**config.mk**
```make
export PLATFORM = sky130hd
export DESIGN_NAME = alu_instr_sequencer
export DESIGN_NICKNAME = d
export VERILOG_FILES = /design/src/rtl/alu_instr_sequencer.sv
export SDC_FILE = /design/constraint.sdc
export NUM_CORES = 1
export LEC_CHECK = 0
export BUFFER_PORTS_ARGS = -buffer_cell sky130_fd_sc_hd__buf_2
export CORE_ASPECT_RATIO = 1.2
export CORE_MARGIN = 5
export CORE_UTILIZATION = 42
export DETAILED_ROUTE_END_ITERATION = 12
export GPL_ROUTABILITY_DRIVEN = 0
export GPL_TIMING_DRIVEN = 0
export PLACE_DENSITY = 0.83
export SLEW_MARGIN = 20
export SYNTH_ARGS = -nofsm -noshare
export SYNTH_HDL_FRONTEND = slang
export SYNTH_SLANG_ARGS = --single-unit
```
**constraint.sdc**
```tcl
create_clock -name Clock -period 1.3 [get_ports Clock]
set_input_delay 0.13 -clock Clock [delete_from_list [all_inputs] [get_ports Clock]]
set_output_delay 0.13 -clock Clock [all_outputs]
set_load 0.03 [all_outputs]
```
**src/rtl/alu_instr_sequencer.sv**
```systemverilog
// Hardwired T-step control sequencer for register-register ALU instructions on the shared-bus datapath.
// Optional SEQ_AUTOFETCH_EN: chain straight into the next fetch when start is held in the last step.
module alu_instr_sequencer #(
    parameter int DATA_W = 32,
    parameter int NREG   = 16,
    parameter int OPC_W  = 5
) (
    input  logic              Clock,
    input  logic              Clear,
    input  logic              start,
    input  logic              mem_done,
    input  logic [DATA_W-1:0] IR,
    output logic              PCout,
    output logic              Zhiout,
    output logic              Zlowout,
    output logic              MDRout,
    output logic              MARin,
    output logic              Zin,
    output logic              PCin,
    output logic              MDRin,
    output logic              IRin,
    output logic              Yin,
    output logic              HIin,
    output logic              LOin,
    output logic              IncPC,
    output logic              Read,
    output logic [NREG-1:0]   Rout_sel,
    output logic [NREG-1:0]   Rin_sel,
    output logic [OPC_W-1:0]  alu_op,
    output logic              busy,
    output logic              done,
    output logic              illegal
);

    typedef enum logic [2:0] {IDLE, T0, T1, T2, T3, T4, T5, T6} state_t;

    localparam int RA_HI = DATA_W - OPC_W - 1;
    localparam logic [4:0] NREG_L = 5'(NREG);
    localparam logic [NREG-1:0] ONE = NREG'(1);
    localparam logic [OPC_W-1:0] OP_ADD = OPC_W'(3);
    localparam logic [OPC_W-1:0] OP_SUB = OPC_W'(4);
    localparam logic [OPC_W-1:0] OP_AND = OPC_W'(5);
    localparam logic [OPC_W-1:0] OP_OR  = OPC_W'(6);
    localparam logic [OPC_W-1:0] OP_MUL = OPC_W'(15);
    localparam logic [OPC_W-1:0] OP_DIV = OPC_W'(16);

    state_t           state;
    state_t           finish_state;
    logic             t1_wait;
    logic [OPC_W-1:0] op_q;
    logic [3:0]       ra_q;
    logic [3:0]       rc_q;
    logic             md_q;

    logic [OPC_W-1:0] opc;
    logic [3:0]       ra;
    logic [3:0]       rb;
    logic [3:0]       rc;
    logic             is_3reg;
    logic             is_muldiv;
    logic             legal;
    logic             unused_ir;

    assign opc = IR[DATA_W-1 -: OPC_W];
    assign ra  = IR[RA_HI -: 4];
    assign rb  = IR[RA_HI-4 -: 4];
    assign rc  = IR[RA_HI-8 -: 4];
    assign unused_ir = ^IR[RA_HI-12:0];

    // MUL/DIV ignore Ra, so only the 3-register ops need it in range
    assign is_3reg   = (opc == OP_ADD) || (opc == OP_SUB) || (opc == OP_AND) || (opc == OP_OR);
    assign is_muldiv = (opc == OP_MUL) || (opc == OP_DIV);
    assign legal = (is_3reg || is_muldiv)
                && ({1'b0, rb} < NREG_L) && ({1'b0, rc} < NREG_L)
                && (is_muldiv || ({1'b0, ra} < NREG_L));

`ifdef SEQ_AUTOFETCH_EN
    assign finish_state = start ? T0 : IDLE;
`else
    assign finish_state = IDLE;
`endif

    always_ff @(posedge Clock) begin
        if (Clear) begin
            state   <= IDLE;
            done    <= 1'b0;
            illegal <= 1'b0;
            t1_wait <= 1'b0;
            op_q    <= '0;
            ra_q    <= '0;
            rc_q    <= '0;
            md_q    <= 1'b0;
        end else begin
            done    <= 1'b0;
            illegal <= 1'b0;
            t1_wait <= 1'b0;
            case (state)
                IDLE: if (start) state <= T0;
                T0:   state <= T1;
                T1: begin
                    if (mem_done) state <= T2;
                    else          t1_wait <= 1'b1;
                end
                T2:   state <= T3;
                T3: begin
                    if (legal) begin
                        op_q  <= opc;
                        ra_q  <= ra;
                        rc_q  <= rc;
                        md_q  <= is_muldiv;
                        state <= T4;
                    end else begin
                        illegal <= 1'b1;
                        state   <= IDLE;
                    end
                end
                T4:   state <= T5;
                T5: begin
                    if (md_q) begin
                        state <= T6;
                    end else begin
                        done  <= 1'b1;
                        state <= finish_state;
                    end
                end
                T6: begin
                    done  <= 1'b1;
                    state <= finish_state;
                end
                default: state <= IDLE;
            endcase
        end
    end

    // PCin is suppressed on memory wait cycles so the PC advances exactly once
    always_comb begin
        PCout    = 1'b0;
        Zhiout   = 1'b0;
        Zlowout  = 1'b0;
        MDRout   = 1'b0;
        MARin    = 1'b0;
        Zin      = 1'b0;
        PCin     = 1'b0;
        MDRin    = 1'b0;
        IRin     = 1'b0;
        Yin      = 1'b0;
        HIin     = 1'b0;
        LOin     = 1'b0;
        IncPC    = 1'b0;
        Read     = 1'b0;
        Rout_sel = '0;
        Rin_sel  = '0;
        alu_op   = '0;
        busy     = (state != IDLE);
        case (state)
            T0: begin
                PCout = 1'b1;
                MARin = 1'b1;
                IncPC = 1'b1;
                Zin   = 1'b1;
            end
            T1: begin
                Zlowout = 1'b1;
                PCin    = !t1_wait;
                Read    = 1'b1;
                MDRin   = 1'b1;
            end
            T2: begin
                MDRout = 1'b1;
                IRin   = 1'b1;
            end
            T3: begin
                if (legal) begin
                    Rout_sel = ONE << rb;
                    Yin      = 1'b1;
                end
            end
            T4: begin
                Rout_sel = ONE << rc_q;
                Zin      = 1'b1;
                alu_op   = op_q;
            end
            T5: begin
                Zlowout = 1'b1;
                if (md_q) LOin = 1'b1;
                else      Rin_sel = ONE << ra_q;
            end
            T6: begin
                Zhiout = 1'b1;
                HIin   = 1'b1;
            end
            default: ;
        endcase
    end

endmodule

```
==> reports/metrics.yaml <==
cts_root_buf: "sky130_fd_sc_hd__clkbuf_8"
hp-class: "input pin to flop"
arrival_time_reported_for_the_critical_path_endpoint_ns: 1.77
synth.yosys.seq_area_share_pct: 22.5
pwr_density_cell_mw_per_mm2: 520
ys.flop_type: "sky130_fd_sc_hd__dfxtp_1"
detail_route.wl_per_cell_um: 27.0
max-cap-violations: 0
fin_hold_ws_ns: 0.0404
die_x_um: 69.4
synth.cell_area_mm2: 0.00178
floorplan.die.height_um: 81.3
synth_warnings: 0
synth_cells: 251
grt_start_max_net_pins: 13
cp_common_cell: "sky130_fd_sc_hd__buf_12"
cts.path.max_buffers: 2
setup_repair_after_global_routing_missed_its_margin: "yes"
fill_cells: 135
maxSlewViolCount: 0
violations: "negative setup slack"
drt.antenna.violating_nets: 0
min_path_cells: 2
max_fo_critical_path: 10
yosys.cell_types.count: 41
pre_cts_ws_ns: -0.473
worst_slack_ns: -0.596
start_to_end_type_of_the_worst_setup_path: "flop to output port"
synth-seq-cells: 20
final-hold-violation-count: 0
finalWirelength_um: 11300
std_cell_rows: 26
worst_slew_pin_slew_ns: 0.967
final_layout_size_suffix_gt1_share_pct: 66.3
clkLatencyLatePin_ns: 0.30
finalNetCount: 399
grt_pass1_wl_um: 15400
most_used_cells_in_the_layout_excluding_fill_and_tap_cells: "sky130_fd_sc_hd__buf_6, sky130_fd_sc_hd__buf_2, sky130_fd_sc_hd__nand2_1, sky130_fd_sc_hd__nand3_1, sky130_fd_sc_hd__nor2b_1"
dpl.hpwl_um: 4460
grt_use_met3_pct: 5.57
buffer_ports.inserted: 74
crit_required_ns: 1.17
dr_total_vias: 2891
result_of_the_run: "finished, violations left"
power.leakage_nw: 1.41
diodes: 0
critical-path-max-stage-delay_ns: 0.37
synth-async-reset-ratio_pct: 0
drt_iter0_markers: 314
detail_route.vias_per_cell: 6.92
antenna_found_initial: 0
top_usage_layer: "met2"
instances_no_fill: 418
cts.sinks: 20
htree_num_levels: 1
cp-start-kind: "flop"
globalRouteMet2Util_pct: 65.7
dr.pass1.iters: 5
io-pin-count: 90
critPathCaptureType: "output port"
grt_usage_pct: 34.2
die_area_mm2: 0.00564
shortest_period_the_worst_path_allows_ns: 1.90
final-setup-viol-count: 72
ff2ff_path_depth: 6
dp_cells: 381
tritoncts_clock_tree: "built"
max_clock_freq_ghz: 0.528
initial_utilization_pct: 42.4
power.total_mw: 2.00
layout.cells.most_common: "sky130_fd_sc_hd__buf_6"
post_synth.cell_area_avg_um2: 7.09
post-route-period-util_pct: 146
core_area_mm2: 0.00420
cts_buffer_count: 3
grt_remaining_overflow: 0
slew_headroom_pct: 35.5
first_global_vias: 2882
crit_path_cell_trace: "buf_8 -> nor3b_4 -> buf_12 -> buf_12 -> nand3_2 -> o22ai_4 -> buf_6"
synth_fp_nets: 287
finClkSkew_ns: 0.0158
post_synth_edffs: 0
clock_transition_at_the_registers_of_the_reported_paths_ns: 0.10
ir_worst_vdd_mv: 0.474
drc: 0
cpMaxStageDelayCell: "sky130_fd_sc_hd__dfxtp_2"
setup-tns-final_ns: -30.30
grt.met1_usage_pct: 35.2
syn_to_final_growth_pct: 116
## sequential cells by signal, summed over array words and instances (netlist names)
name,count
op_q,5
state,3
md_q,1
illegal,1
rc_q,4
t1_wait,1
ra_q,4
done,1
## final cells by class
type | instances | area (um2) | share of cell area [%]
tap | 56 | 70.1 | 1.82
multi-input combinational | 202 | 1980 | 51.5
clock buffer | 4 | 66.3 | 1.72
buffer | 23 | 244 | 6.35
inverter | 6 | 25.0 | 0.651
timing repair buffer | 107 | 1050 | 27.2
sequential | 20 | 413 | 10.7
## through the flow
step           util [%]  instance area [um2]
5_1_grt            91.6                 3840
6_report           91.6                 3840
3_3_place_gp       63.3                 2660
2_1_floorplan         -                 2220
3_5_place_dp       63.3                 2660
4_1_cts            86.3                 3620
## synthesized netlist by cell type (4+ instances only)
cell type	instances	share of area (%)
sky130_fd_sc_hd__nor2_1	22	4.6
sky130_fd_sc_hd__buf_4	6	2.5
sky130_fd_sc_hd__o21ai_0	12	3.4
sky130_fd_sc_hd__dfxtp_1	20	23
sky130_fd_sc_hd__nand2b_1	8	2.8
sky130_fd_sc_hd__nand2_1	19	4.0
sky130_fd_sc_hd__nor3_1	8	2.3
sky130_fd_sc_hd__clkbuf_1	9	1.9
sky130_fd_sc_hd__o211ai_1	8	3.4
sky130_fd_sc_hd__inv_1	6	1.3
sky130_fd_sc_hd__and2_1	5	1.8
sky130_fd_sc_hd__a21oi_1	6	1.7
sky130_fd_sc_hd__nand3_1	31	8.7
sky130_fd_sc_hd__nor3b_2	6	4.2
sky130_fd_sc_hd__o22ai_1	4	1.4
sky130_fd_sc_hd__o31ai_1	4	1.7
sky130_fd_sc_hd__a22oi_1	8	3.4
sky130_fd_sc_hd__buf_2	6	1.7
sky130_fd_sc_hd__nor2b_1	19	6.7
sky130_fd_sc_hd__nand4_1	7	2.5
sky130_fd_sc_hd__nor3b_1	4	1.7
## cells by family (layout without fill, tap and decap cells)
group                  after synthesis  in the layout  share of synthesized area, %
flip-flops                          20             20                          22.5
XOR/XNOR                             1              1                         0.492
multiplexers                         3              3                          1.83
buffers and inverters               29            140                          8.30
AO/OA/AOI/OAI                       53             53                          19.5
AND/OR/NAND/NOR                    145            145                          47.4
## path summary, 6_finish.rpt
kind,start,end,slack (ns)
setup reg to reg,state[0],ra_q[0],-0.50
hold / removal,mem_done,t1_wait,0.04
hold reg to reg,op_q[4],op_q[4],0.54
setup / recovery,state[1],Rout_sel[5],-0.60
## power breakdown
part / switching (mW) / total, mW / internal, mW
Sequential: 0.0608 / 0.694 / 0.633
Combinational: 0.413 / 0.685 / 0.271
Clock: 0.284 / 0.620 / 0.336
## critical path: cells and delay by family (launching register included)
| kind | cells | cell delay [ns] |
|---|---|---|
| compound gates | 1 | 0.17 |
| buf+inv | 4 | 0.60 |
| simple gates | 2 | 0.32 |
| flops | 1 | 0.37 |
## layer usage
| layer | routed length, um | vias to the layer above |
|---|---|---|
| li1 | - | 1139 |
| met1 | 3670 | 1344 |
| met2 | 5430 | 290 |
| met3 | 1210 | 118 |
| met4 | 996 | 0 |
| met5 | 0 | - |
## what timing repair did
action | in CTS | in global routing
hold buffers | 0 | 0
pin swaps | 31 | 18
endpoints found under the setup margin | 68 | 72
gates cloned | 1 | 0
gates resized for setup | 188 | 35
buffers inserted | 21 | 13
No activity file was read; power rests on OpenSTA's default activity.
